`src/rtl/run_det_pkg.sv`:
```
// Shared constants for the run-length detector.
package run_det_pkg;

    localparam logic [1:0] MODE_BOTH  = 2'b00;
    localparam logic [1:0] MODE_ONES  = 2'b01;
    localparam logic [1:0] MODE_ZEROS = 2'b10;
    localparam logic [1:0] MODE_OFF   = 2'b11;

    localparam int unsigned CW_DEFAULT  = 4;
    localparam int unsigned HCW_DEFAULT = 8;

endpackage

```
`src/rtl/sat_counter.sv`:
```
// Saturating event counter with a sticky flag for increments lost at full scale.
module sat_counter #(
    parameter int unsigned W = 8
) (
    input  logic         clk,
    input  logic         rst_n,
    input  logic         clr,
    input  logic         inc,
    output logic [W-1:0] cnt,
    output logic         sat_hit
);

    localparam logic [W-1:0] CNT_MAX = '1;

    logic [W-1:0] cnt_d;
    logic         sat_d;

    // Next count: clear wins over increment; increment at full scale only sets the flag.
    always_comb begin
        cnt_d = cnt;
        sat_d = sat_hit;
        if (clr) begin
            cnt_d = '0;
            sat_d = 1'b0;
        end else if (inc) begin
            if (cnt == CNT_MAX) begin
                sat_d = 1'b1;
            end else begin
                cnt_d = cnt + W'(1);
            end
        end
    end

    // Counter and sticky flag registers.
    always_ff @(posedge clk or negedge rst_n) begin
        if (!rst_n) begin
            cnt     <= '0;
            sat_hit <= 1'b0;
        end else begin
            cnt     <= cnt_d;
            sat_hit <= sat_d;
        end
    end

endmodule

```
`src/rtl/run_length_detector.sv`:
```
// Flags when the serial input has held one value for a programmable number of samples.
module run_length_detector
    import run_det_pkg::*;
#(
    parameter int unsigned CW  = CW_DEFAULT,
    parameter int unsigned HCW = HCW_DEFAULT
) (
    input  logic           Clk,
    input  logic           Reset,
    input  logic           w,
    input  logic           en,
    input  logic [CW-1:0]  run_len,
    input  logic [1:0]     mode,
    input  logic           overlap,
    input  logic           clear_count,
    output logic           z,
    output logic           z_val,
    output logic [HCW-1:0] hit_count,
    output logic           hit_ovf,
    output logic [CW:0]    LEDR
);

    localparam logic [CW-1:0] RUN_MAX = '1;

    logic [CW-1:0] run_cnt;
    logic [CW-1:0] run_cnt_d;
    logic [CW-1:0] cnt_new;
    logic          last_bit;
    logic          last_bit_d;
    logic          z_d;
    logic          z_val_d;
    logic          same;
    logic          qualify;
    logic          reached;
    logic          hit;

    // Run tracking and detection. A new hit needs a fresh run, a previously short count,
    // or z low beforehand (covers run_len/mode changes that make an ongoing run qualify).
    always_comb begin
        run_cnt_d  = run_cnt;
        last_bit_d = last_bit;
        z_d        = z;
        z_val_d    = z_val;
        hit        = 1'b0;
        same       = (run_cnt != '0) && (w == last_bit);
        cnt_new    = same ? ((run_cnt == RUN_MAX) ? run_cnt : run_cnt + CW'(1)) : CW'(1);
        qualify    = (run_len != '0) &&
                     ((mode == MODE_BOTH) ||
                      ((mode == MODE_ONES) && w) ||
                      ((mode == MODE_ZEROS) && !w));
        reached    = (cnt_new >= run_len);
        if (en) begin
            hit        = qualify && reached && (!same || !z || (run_cnt < run_len));
            last_bit_d = w;
            run_cnt_d  = (hit && !overlap) ? '0 : cnt_new;
            z_d        = overlap ? (qualify && reached) : hit;
            if (z_d) begin
                z_val_d = w;
            end
        end
    end

    // Run state and detect flag registers.
    always_ff @(posedge Clk or negedge Reset) begin
        if (!Reset) begin
            run_cnt  <= '0;
            last_bit <= 1'b0;
            z        <= 1'b0;
            z_val    <= 1'b0;
        end else begin
            run_cnt  <= run_cnt_d;
            last_bit <= last_bit_d;
            z        <= z_d;
            z_val    <= z_val_d;
        end
    end

    assign LEDR = {last_bit, run_cnt};

    sat_counter #(
        .W (HCW)
    ) u_hits (
        .clk     (Clk),
        .rst_n   (Reset),
        .clr     (clear_count),
        .inc     (hit),
        .cnt     (hit_count),
        .sat_hit (hit_ovf)
    );

endmodule

```
`config.mk`:
```
export PLATFORM = sky130hd
export DESIGN_NAME = run_length_detector
export DESIGN_NICKNAME = d
export VERILOG_FILES = /design/src/rtl/run_det_pkg.sv /design/src/rtl/sat_counter.sv /design/src/rtl/run_length_detector.sv
export SDC_FILE = /design/constraint.sdc
export NUM_CORES = 1
export LEC_CHECK = 0
export BUFFER_PORTS_ARGS = -buffer_cell sky130_fd_sc_hd__clkbuf_2
export CAP_MARGIN = 0
export CORE_AREA = 2 2 50 52
export CTS_BUF_LIST = sky130_fd_sc_hd__clkbuf_4
export CTS_CLUSTER_DIAMETER = 200
export CTS_CLUSTER_SIZE = 16
export DETAILED_ROUTE_END_ITERATION = 8
export DIE_AREA = 0 0 52 54
export GPL_TIMING_DRIVEN = 0
export PLACE_DENSITY = 0.73
export SLEW_MARGIN = 20
export SYNTH_ARGS = -nofsm -noshare
export SYNTH_HDL_FRONTEND = slang
export SYNTH_SLANG_ARGS = --single-unit
```
`constraint.sdc`:
```
create_clock -name Clk -period 5.1 [get_ports Clk]
set_clock_uncertainty 0.1 [all_clocks]
set_input_delay 0.255 -clock Clk [delete_from_list [all_inputs] [get_ports Clk]]
set_output_delay 0.255 -clock Clk [all_outputs]
set_load 0.1 [all_outputs]
```
==> impl_metrics.py <==
metrics = {
    "synth": {
        "ys_types": 41,
        "synth.area.top_cells": "dfrtp_1 (37%), ha_1 (12%), nor2_1 (4.2%)",
        "ys.flop_type": "dfrtp_1",
        "synth_edf_count": 0,
        "netlist_top_cells_count": "dfrtp_1 (16), nor2_1 (12), ha_1 (10)",
        "synth_most_common_cell": "dfrtp_1",
        "ys_seq_area_frac": 0.3708,
        "yosys_warnings": 0,
        "synth_seq_cells": 16,
        "synth_area_leader_cell": "dfrtp_1",
        "synth_cells": 113,
        "syn_area_mm2": 0.001080,
        "synth_top_area_frac": 0.3708,
        "synth_nets": 135,
        "avgSynthCellArea_um2": 9.556,
        "postSynth.asyncResetShare": 1.000,
    },
    "run_status": {
        "status": "complete, no violations",
    },
    "floorplanning": {
        "core_area_mm2": 0.002320,
        "initial_utilization": 0.4655,
        "fp.dieArea_mm2": 0.002808,
        "ioPinCount": 28,
        "chipHeight_um": 54,
        "die_w_um": 52,
        "row_count": 18,
    },
    "place": {
        "port-buffer-count": 25,
        "place_hpwl_um": 1742,
        "gp_congestion": 0.8577,
    },
    "clock_tree": {
        "clockBufferDepth": 2,
        "numCtsBuffers": 3,
        "cts_tree": "yes",
        "cts.sinks": 16,
        "root_buffer": "clkbuf_4",
        "clk_latency_ps": 270,
        "ctsResizeCount": 0,
        "htreeDepth": 1,
        "clk_pin_slew_ps": 80,
    },
    "cells_and_area": {
        "diodes": 0,
        "drive_gt1_frac": 0.2676,
        "areaGrowthSynthToFinish_pct": 18.08,
        "nNetsFinal": 166,
    },
    "worst_setup_path": {
        "arrival_ps": 3380,
        "critPathMaxStageDelay_ps": 710,
        "cp-start-kind": "flip-flop",
        "path_buf_inv": 1,
        "crit_path_top_delay_cell": "a2111oi_0",
        "path_cells": "ha_1, nand3_1, xnor2_1, nor2_1, ha_1, nand2b_1, a2111oi_0, nor4b_2, nand3_2, buf_6, nor4_2, mux2_4",
        "cp_max_fo": 10,
        "crit_path_end_kind": "flip-flop",
        "worstPathRequired_ps": 5170,
        "crit_family": "simple AND/OR/NAND/NOR gates",
        "worst-setup-path-type": "flip-flop to flip-flop",
        "crit_top_cell": "ha_1",
    },
    "drt": {
        "drt-pass1-iter-count": 4,
        "routed_wirelength_um": 2200,
        "drc": 0,
        "first_iter_violations": 16,
        "ant_nets": 0,
        "wl_per_cell_um": 12.79,
        "dr_total_vias": 919,
        "via_per_inst": 5.343,
    },
    "sta": {
        "max_slew_margin": 0.4848,
        "setup_viol": 0,
        "slew_violations": 0,
        "rsz0062_at_grt": "no",
        "fmax_mhz": 301.7,
        "setup-tns-final_ps": 0,
        "tightest_slew_ps": 753.3,
        "hold_viol": 0,
        "fin_crit_sh": 0.6500,
        "layout_min_cycle_time_ps": 3315,
    },
    "global_route": {
        "antenna_found_initial": 0,
        "grt_pass1_vias": 818,
        "grt_remaining_overflow": 0,
        "grt_max_degree": 17,
        "grt_usage": 0.1725,
        "grt_pass1_wl_um": 3594,
    },
    "min_path": {
        "hold_path.class": "primary input to flip-flop",
    },
    "power": {
        "powerDensity_mw_per_mm2": 308.9,
        "leakage_nw": 0.6177,
        "p_total_uw": 393.8,
        "vdd_ir_drop_max_uv": 273.1,
    },
    "job": {
        "maxCapViolCount": 0,
    },
}
-- state kept, by name, indices dropped and copies added, names as in the netlist --
signal,flops
z_val,1
run_cnt,4
last_bit,1
u_hits.sat_hit,1
z,1
u_hits.cnt,8
-- power by group --
group / internal [mW] / total [mW] / switching [mW]
combinational: 0.0437 / 0.180 / 0.136
sequential: 0.138 / 0.152 / 0.0139
clock: 0.0273 / 0.0622 / 0.0348
total: 0.209 / 0.394 / 0.185
-- through the flow --
stage               utilization  cell area (µm²)  hold slack [ps]  cells  worst slack (ps)
floorplan                     -             1080           -140.6    113              1445
global placement         0.5356             1242            94.29    168              1854
detailed placement       0.5356             1242            95.02    168              1810
CTS                      0.5496             1275            168.2    172              1757
global route             0.5496             1275            183.4    172              1433
finish                   0.5496             1275            185.3    172              1785
-- kinds of logic (layout without fill, tap and decap cells) --
group / Yosys count / in the layout / share of synthesized area
multiplexers: 6 / 6 / 0.06257
AND/OR/NAND/NOR: 40 / 40 / 0.2097
flip-flops: 16 / 16 / 0.3708
adder cells (fa/ha/maj): 10 / 10 / 0.1159
XOR/XNOR: 4 / 4 / 0.03245
AO/OA/AOI/OAI: 24 / 24 / 0.1530
buffers and inverters: 13 / 42 / 0.05561
-- cell type report --
cell class                 count  area (µm²)
sequential                    16       400.4
inverter                       9       33.78
multi-input combinational     84       619.3
clock buffer                   3       22.52
timing repair buffer          26       135.1
tap                           30       37.54
fill                         226        1045
buffer                         4       26.28
-- worst min-delay path: stages --
cell and delay [ps]:
clkbuf_2 100, nor2_1 50, o22ai_1 110
-- path summary, 6_finish.rpt --
check / from / cells after the start / slack (ps) / endpoint
max in group asynchronous: Reset / 2 / 4310 / u_hits.cnt[6]
max: run_cnt[1] / 12 / 1790 / u_hits.cnt[7]
min: overlap / 3 / 190 / run_cnt[3]
min in group asynchronous: Reset / 2 / 320 / u_hits.cnt[3]
max reg2reg: run_cnt[1] / 12 / 1790 / u_hits.cnt[7]
min reg2reg: z_val / 1 / 410 / z_val
-- layer usage --
metal / up-vias / wire [µm] / track usage
met4: 0 / 0 / 0.02632
met5: - / 0 / 0
met2: 20 / 1049 / 0.2806
li1: 469 / - / -
met1: 430 / 1064 / 0.2374
met3: 0 / 86 / 0.04167
-- cell usage in the layout (no fill, tap or decap), drive strengths merged, types with 3 or more instances in the layout --
cell / count
nand3: 7
inv: 9
clkbuf: 29
o21ai: 5
a21oi: 3
ha: 10
buf: 3
nor2: 12
dfrtp: 16
nand2: 4
mux2: 3
or3: 3
mux2i: 3
-- repair_timing --
| item | CTS | global route |
|---|---|---|
| setup buffers | 0 | 0 |
| hold endpoints to repair | 16 | 0 |
| hold buffers | 1 | 0 |
(Power assumes the default switching activity.)
